===== config.mk =====
export PLATFORM = sky130hd
export DESIGN_NAME = wb_slave_regbank
export DESIGN_NICKNAME = d
export VERILOG_FILES = /design/src/rtl/wb_slave_regbank.sv
export SDC_FILE = /design/constraint.sdc
export NUM_CORES = 2
export LEC_CHECK = 0
export BUFFER_PORTS_ARGS = -buffer_cell sky130_fd_sc_hd__buf_2
export CAP_MARGIN = 10
export CELL_PAD_IN_SITES_DETAIL_PLACEMENT = 1
export CELL_PAD_IN_SITES_GLOBAL_PLACEMENT = 2
export CORE_AREA = 2 2 361 220
export DETAILED_ROUTE_END_ITERATION = 12
export DIE_AREA = 0 0 363 222
export MAX_ROUTING_LAYER = met4
export PLACE_DENSITY = 0.8
export SLEW_MARGIN = 20
export SYNTH_ARGS = -nofsm -noshare
export SYNTH_HDL_FRONTEND = slang
export SYNTH_SLANG_ARGS = --single-unit

===== constraint.sdc =====
create_clock -name wb_clk_i -period 3 [get_ports wb_clk_i]
set_clock_uncertainty 0.2 [all_clocks]
set_input_delay 0 -clock wb_clk_i [delete_from_list [all_inputs] [get_ports wb_clk_i]]
set_output_delay 0 -clock wb_clk_i [all_outputs]
set_load 0.01 [all_outputs]

===== src/rtl/wb_slave_regbank.sv =====
// WISHBONE classic-cycle register bank: W1C IRQ status, IRQ enable, RO ID and scratch registers,
// with a fixed number of wait states before each ack/err termination.
module wb_slave_regbank #(
    parameter int                ADDR_W      = 10,
    parameter int                DATA_W      = 32,
    parameter int                NUM_REGS    = 16,
    parameter int                WAIT_STATES = 0,
    parameter logic [DATA_W-1:0] ID_VALUE    = 32'hB0B0_0001
) (
    input  logic                wb_clk_i,
    input  logic                wb_rst_i,
    input  logic [ADDR_W-1:0]   wb_adr_i,
    input  logic [DATA_W-1:0]   wb_dat_i,
    output logic [DATA_W-1:0]   wb_dat_o,
    input  logic [DATA_W/8-1:0] wb_sel_i,
    input  logic                wb_we_i,
    input  logic                wb_cyc_i,
    input  logic                wb_stb_i,
    output logic                wb_ack_o,
    output logic                wb_err_o,
    input  logic [DATA_W-1:0]   irq_evt_i,
    output logic                int_o
);
    localparam int NB    = DATA_W / 8;
    localparam int IDX_W = (NUM_REGS > 1) ? $clog2(NUM_REGS) : 1;

    typedef enum logic [1:0] {S_IDLE, S_WAIT, S_RESP} state_e;

    state_e                          state_q, state_d;
    logic [3:0]                      cnt_q, cnt_d;
    logic [NUM_REGS-1:0][DATA_W-1:0] regs_q, regs_d;
    logic [IDX_W-1:0]                idx_q;
    logic                            we_q, err_q;
    logic [NB-1:0]                   sel_q;
    logic [DATA_W-1:0]               dat_q, dat_o_q, dat_o_d, mask;
    logic                            int_q;

    logic             req, req_err, cur_err, wr_en;
    logic [IDX_W-1:0] req_idx, cur_idx;

    assign req     = wb_cyc_i & wb_stb_i;
    assign req_idx = wb_adr_i[IDX_W-1:0];
    assign req_err = ({1'b0, wb_adr_i} >= (ADDR_W+1)'(NUM_REGS))
                   | (wb_we_i & (wb_adr_i == ADDR_W'(2)));
    // With zero wait states RESP is entered on the latching edge, so read the live request.
    assign cur_idx = (state_q == S_IDLE) ? req_idx : idx_q;
    assign cur_err = (state_q == S_IDLE) ? req_err : err_q;
    assign wr_en   = wb_ack_o & we_q;

    for (genvar k = 0; k < NB; k++) begin : g_mask
        assign mask[8*k +: 8] = {8{sel_q[k]}};
    end

    always_ff @(posedge wb_clk_i) begin
        if (!wb_rst_i) begin
            state_q <= S_IDLE;
            cnt_q   <= '0;
        end else begin
            state_q <= state_d;
            cnt_q   <= cnt_d;
        end
    end

    always_comb begin
        state_d = state_q;
        cnt_d   = cnt_q;
        case (state_q)
            S_IDLE: begin
                if (req) begin
                    if (WAIT_STATES == 0) begin
                        state_d = S_RESP;
                    end else begin
                        state_d = S_WAIT;
                        cnt_d   = 4'(WAIT_STATES - 1);
                    end
                end
            end
            S_WAIT: begin
                if (!req)                state_d = S_IDLE;
                else if (cnt_q == 4'd0)  state_d = S_RESP;
                else                     cnt_d   = cnt_q - 4'd1;
            end
            S_RESP:  state_d = S_IDLE;
            default: state_d = S_IDLE;
        endcase
    end

    always_comb begin
        wb_ack_o = 1'b0;
        wb_err_o = 1'b0;
        if (state_q == S_RESP) begin
            wb_ack_o = ~err_q & req;
            wb_err_o = err_q & req;
        end
    end

    always_comb begin
        regs_d = regs_q;
        if (wr_en && idx_q != IDX_W'(0))
            regs_d[idx_q] = (regs_q[idx_q] & ~mask) | (dat_q & mask);
        // Event set takes priority over a same-cycle W1C clear.
        regs_d[0] = (regs_q[0] & ~((wr_en && idx_q == IDX_W'(0)) ? (dat_q & mask) : '0)) | irq_evt_i;
        dat_o_d = '0;
        if (state_d == S_RESP && !cur_err)
            dat_o_d = (cur_idx == IDX_W'(2)) ? ID_VALUE : regs_d[cur_idx];
    end

    always_ff @(posedge wb_clk_i) begin
        if (!wb_rst_i) begin
            regs_q  <= '0;
            idx_q   <= '0;
            we_q    <= 1'b0;
            err_q   <= 1'b0;
            sel_q   <= '0;
            dat_q   <= '0;
            dat_o_q <= '0;
            int_q   <= 1'b0;
        end else begin
            regs_q  <= regs_d;
            dat_o_q <= dat_o_d;
            int_q   <= |(regs_q[0] & regs_q[1]);
            if (state_q == S_IDLE && req) begin
                idx_q <= req_idx;
                we_q  <= wb_we_i;
                err_q <= req_err;
                sel_q <= wb_sel_i;
                dat_q <= wb_dat_i;
            end
        end
    end

    assign wb_dat_o = dat_o_q;
    assign int_o    = int_q;

endmodule


==> metrics.txt <==
DIE WIDTH=363 um; Yosys cell types=83; RR Startpoint=idx_q[0]; worst setup path class=flip-flop to flip-flop; r2r setup slk=-0.08 ns; slew margin rel.=0.309; die height=222 um; Post-Route WL=~170000 um; outcome=complete, but fails checks; cell count after placement=4681; Clk pwr share=0.441; EDFF count, synth=0; final-stage net count=approximately 4000; P_sw=~5.7 mW; hold depth=4; Floorplan Core Area=77000 um2; worst reg2reg path endpoint=wb_dat_o[24]; routed vias/inst=6.55; min cycle time layout=3.08 ns; largest net degree at the start of global routing=134; critical path's slowest cell=dfxtp_4; Initial Utilization=0.389; Worst-Margin Slew=roughly 1.0 ns; Comb power frac=0.152; Fillers=~8700; FF-to-FF path depth=11; GRT Max-Usage Layer=met1; DPL Wire Length=roughly 110000 um; Yosys Warn Count=0; Final Core Density=0.518; Async SR Flop Fraction=0; root buffer cell=clkbuf_16; final hold violations=0; hold_sp=irq_evt_i[4]; P per Cell Area=just under 500 nW/um2; met3 usage=0.154; Total Power=19.8 mW; H-tree Lvls=2; cell taking the most area after synthesis=dfxtp_1; RD Place Congestion=1.05; via count=roughly 33000; fmax=325 MHz; share of the synthesized area in the top cell type=0.397; GR Util met2=0.516; worst-path maximum fanout=37; initial antenna violation count=10; Int Pwr=roughly 14 mW; FP Rows=79; CP dominant cell by count=buf_4; I/O Buffers=roughly 120; Routed Antenna Nets=0; crit path DAT=roughly 3.4 ns; max-slew violations=0; Crit. End Element=flip-flop; Main synth FF type=dfxtp_1; failing checks=negative setup slack; layout cells sized above 1=0.249; total gr overflow=0; Post-Syn Area per Cell=between 8 and 9 um2; Fin Setup TNS=-0.275 ns; synth cell count leaders=dfxtp_1, nor2_1, a211oi_1; max-cap violations=0; most frequent cell after synthesis=dfxtp_1; final std cells w/o fill=5051; area grow syn2layout=33.3%; clk sinks=593; Final setup viols=9; crit-path max cell delay=around 0.47 ns; total CTS buffers=60; M1 GR Usage=0.593; Sequential Power Share=0.407; vias in the first global route=32000; CTS clk-pin slew, worst paths=approximately 0.070 ns; first-pass GRT wire length=233000 um; Worst Hold End=regs_q[4]; cell area after synthesis=29900 um2; Crit path required time=3.36 ns; maximum VDD drop=0.000495 V; DIE AREA=80600 um2; Lkg Pwr=13.8 nW; Final WS setup=-0.0780 ns; crit-path cells=buf_6 -> buf_4 -> buf_12 -> mux2i_1 -> buf_4 -> o22ai_1 -> a21oi_2 -> buf_4 -> a21oi_1 -> nor2_1 -> o32ai_4; number of top-level pins=around 120; synth top area cells=dfxtp_1, mux4_2, a211oi_1; unrepaired setup endpoints after global routing=yes; Syn Inst Count=3482; clk_lat worst skew=0.69 ns; final worst-path cycle share=1.03; total track usage=0.405; sequential area share after synthesis=0.397; CTS tree=done; pre-CTS worst setup slack=-0.604 ns; Mapped Nets=3566; DR pass1 iterations=6; worst min path class=primary input to flip-flop; Seq cells post-synth=593; Worst setup SP type=flip-flop; Remaining DRCs=0; Net Sw Frac=0.290; Avg WL per Cell=32.8 um; drt initial violations=4438; CTS max path bufs=3
==> what timing repair did <==
action                     in CTS  in global routing
hold endpoints to repair      179                  0
pin swaps                       7                 23
setup buffers                   8                 46
setup endpoints to repair      86                107
hold buffers                  188                  0
gates cloned                    3                  5
gates resized for setup        52                114
==> final cells by class <==
type | count | area [um2] | share of cell area
Tap cell | 1012 | 1270 | 0.0317
Clock buffer | 76 | 1660 | 0.0417
Timing Repair Buffer | 799 | 7310 | 0.183
Inverter | 12 | 52.6 | 0.00132
Multi-Input combinational cell | 2515 | 17100 | 0.429
Sequential cell | 593 | 11900 | 0.298
Clock inverter | 38 | 562 | 0.0141
Antenna cell | 6 | 15.0 | 0.000376
==> cell usage in the layout, fill, tap and decap left out, drive strengths merged, types with 12 or more instances in the layout <==
cell type,count
nor2,490
o21ai,237
nor4,15
inv,16
nand2b,27
o21a,15
o22ai,27
o31ai,27
a21oi,326
bufinv,12
nand2,303
clkinv,22
and2,17
o211ai,16
nand3,85
nand4,34
mux4,109
buf,603
dlygate4sd3,188
a221o,23
a22oi,89
dfxtp,593
mux2i,97
o21bai,14
a221oi,43
nor3,47
a22o,15
o32ai,14
clkbuf,81
a211oi,314
==> stage by stage <==
step	cell area, um2	hold slack [ns]
2_1_floorplan	29900	-0.0826
3_3_place_gp	34400	0.0259
3_5_place_dp	34400	0.0392
4_1_cts	38900	0.00837
5_1_grt	39900	0.0774
6_report	39900	0.0516
==> power groups by stage <==
stage	clock network, mW	logic (mW)	registers [mW]
after floorplan	0	1.17	8.15
after global placement	0	2.45	8.22
after detailed placement	0	2.49	8.22
after CTS	8.77	2.74	8.04
after global routing	9.09	3.08	8.05
final	8.74	3.02	8.05
==> kinds of logic (layout without fill, tap and decap cells) <==
kind of cell             Yosys count  after routing  synth area share
AO/OA/AOI/OAI                   1232           1232             0.272
XOR/XNOR                           3              3          0.000878
adder cells (fa/ha/maj)            1              1          0.000418
buffers and inverters            374            925            0.0556
flip-flops                       593            593             0.397
multiplexers                     217            217             0.119
other                              0              6                 0
AND/OR/NAND/NOR                 1062           1062             0.156
==> per-layer routing <==
layer / vias to the layer above / wire length [um]
met3: 272 / 24400
li1: 14000 / -
met5: - / 0
met4: 0 / 3670
met2: 2140 / 63300
met1: 16700 / 74100
==> sequential cells by signal (all words and copies together), names as in the netlist <==
register / count
wb_dat_o: 32
sel_q: 4
err_q: 1
state_q: 2
we_q: 1
idx_q: 4
dat_q: 32
regs_q: 512
cnt_q: 4
int_o: 1
==> critical path: cells and delay by family, from the launching register on <==
family / cells / cell delay (ns)
AO/OA/AOI/OAI: 4 / 0.97
buffers and inverters: 5 / 1.01
flip-flops: 1 / 0.47
multiplexers: 1 / 0.15
AND/OR/NAND/NOR: 1 / 0.10
==> how the worst max path moves through the flow <==
stage / from / endpoint / slack (ns) / cells after the start
after global routing: idx_q[0] / wb_dat_o[8] / -0.11 / 9
after detailed placement: idx_q[0] / wb_dat_o[23] / -0.60 / 10
final: idx_q[0] / wb_dat_o[24] / -0.08 / 11
after floorplan: idx_q[1] / wb_dat_o[7] / 0.33 / 11
after CTS: idx_q[0] / wb_dat_o[23] / -0.04 / 10
after global placement: idx_q[0] / wb_dat_o[23] / -0.62 / 10
(Power assumes the default switching activity.)
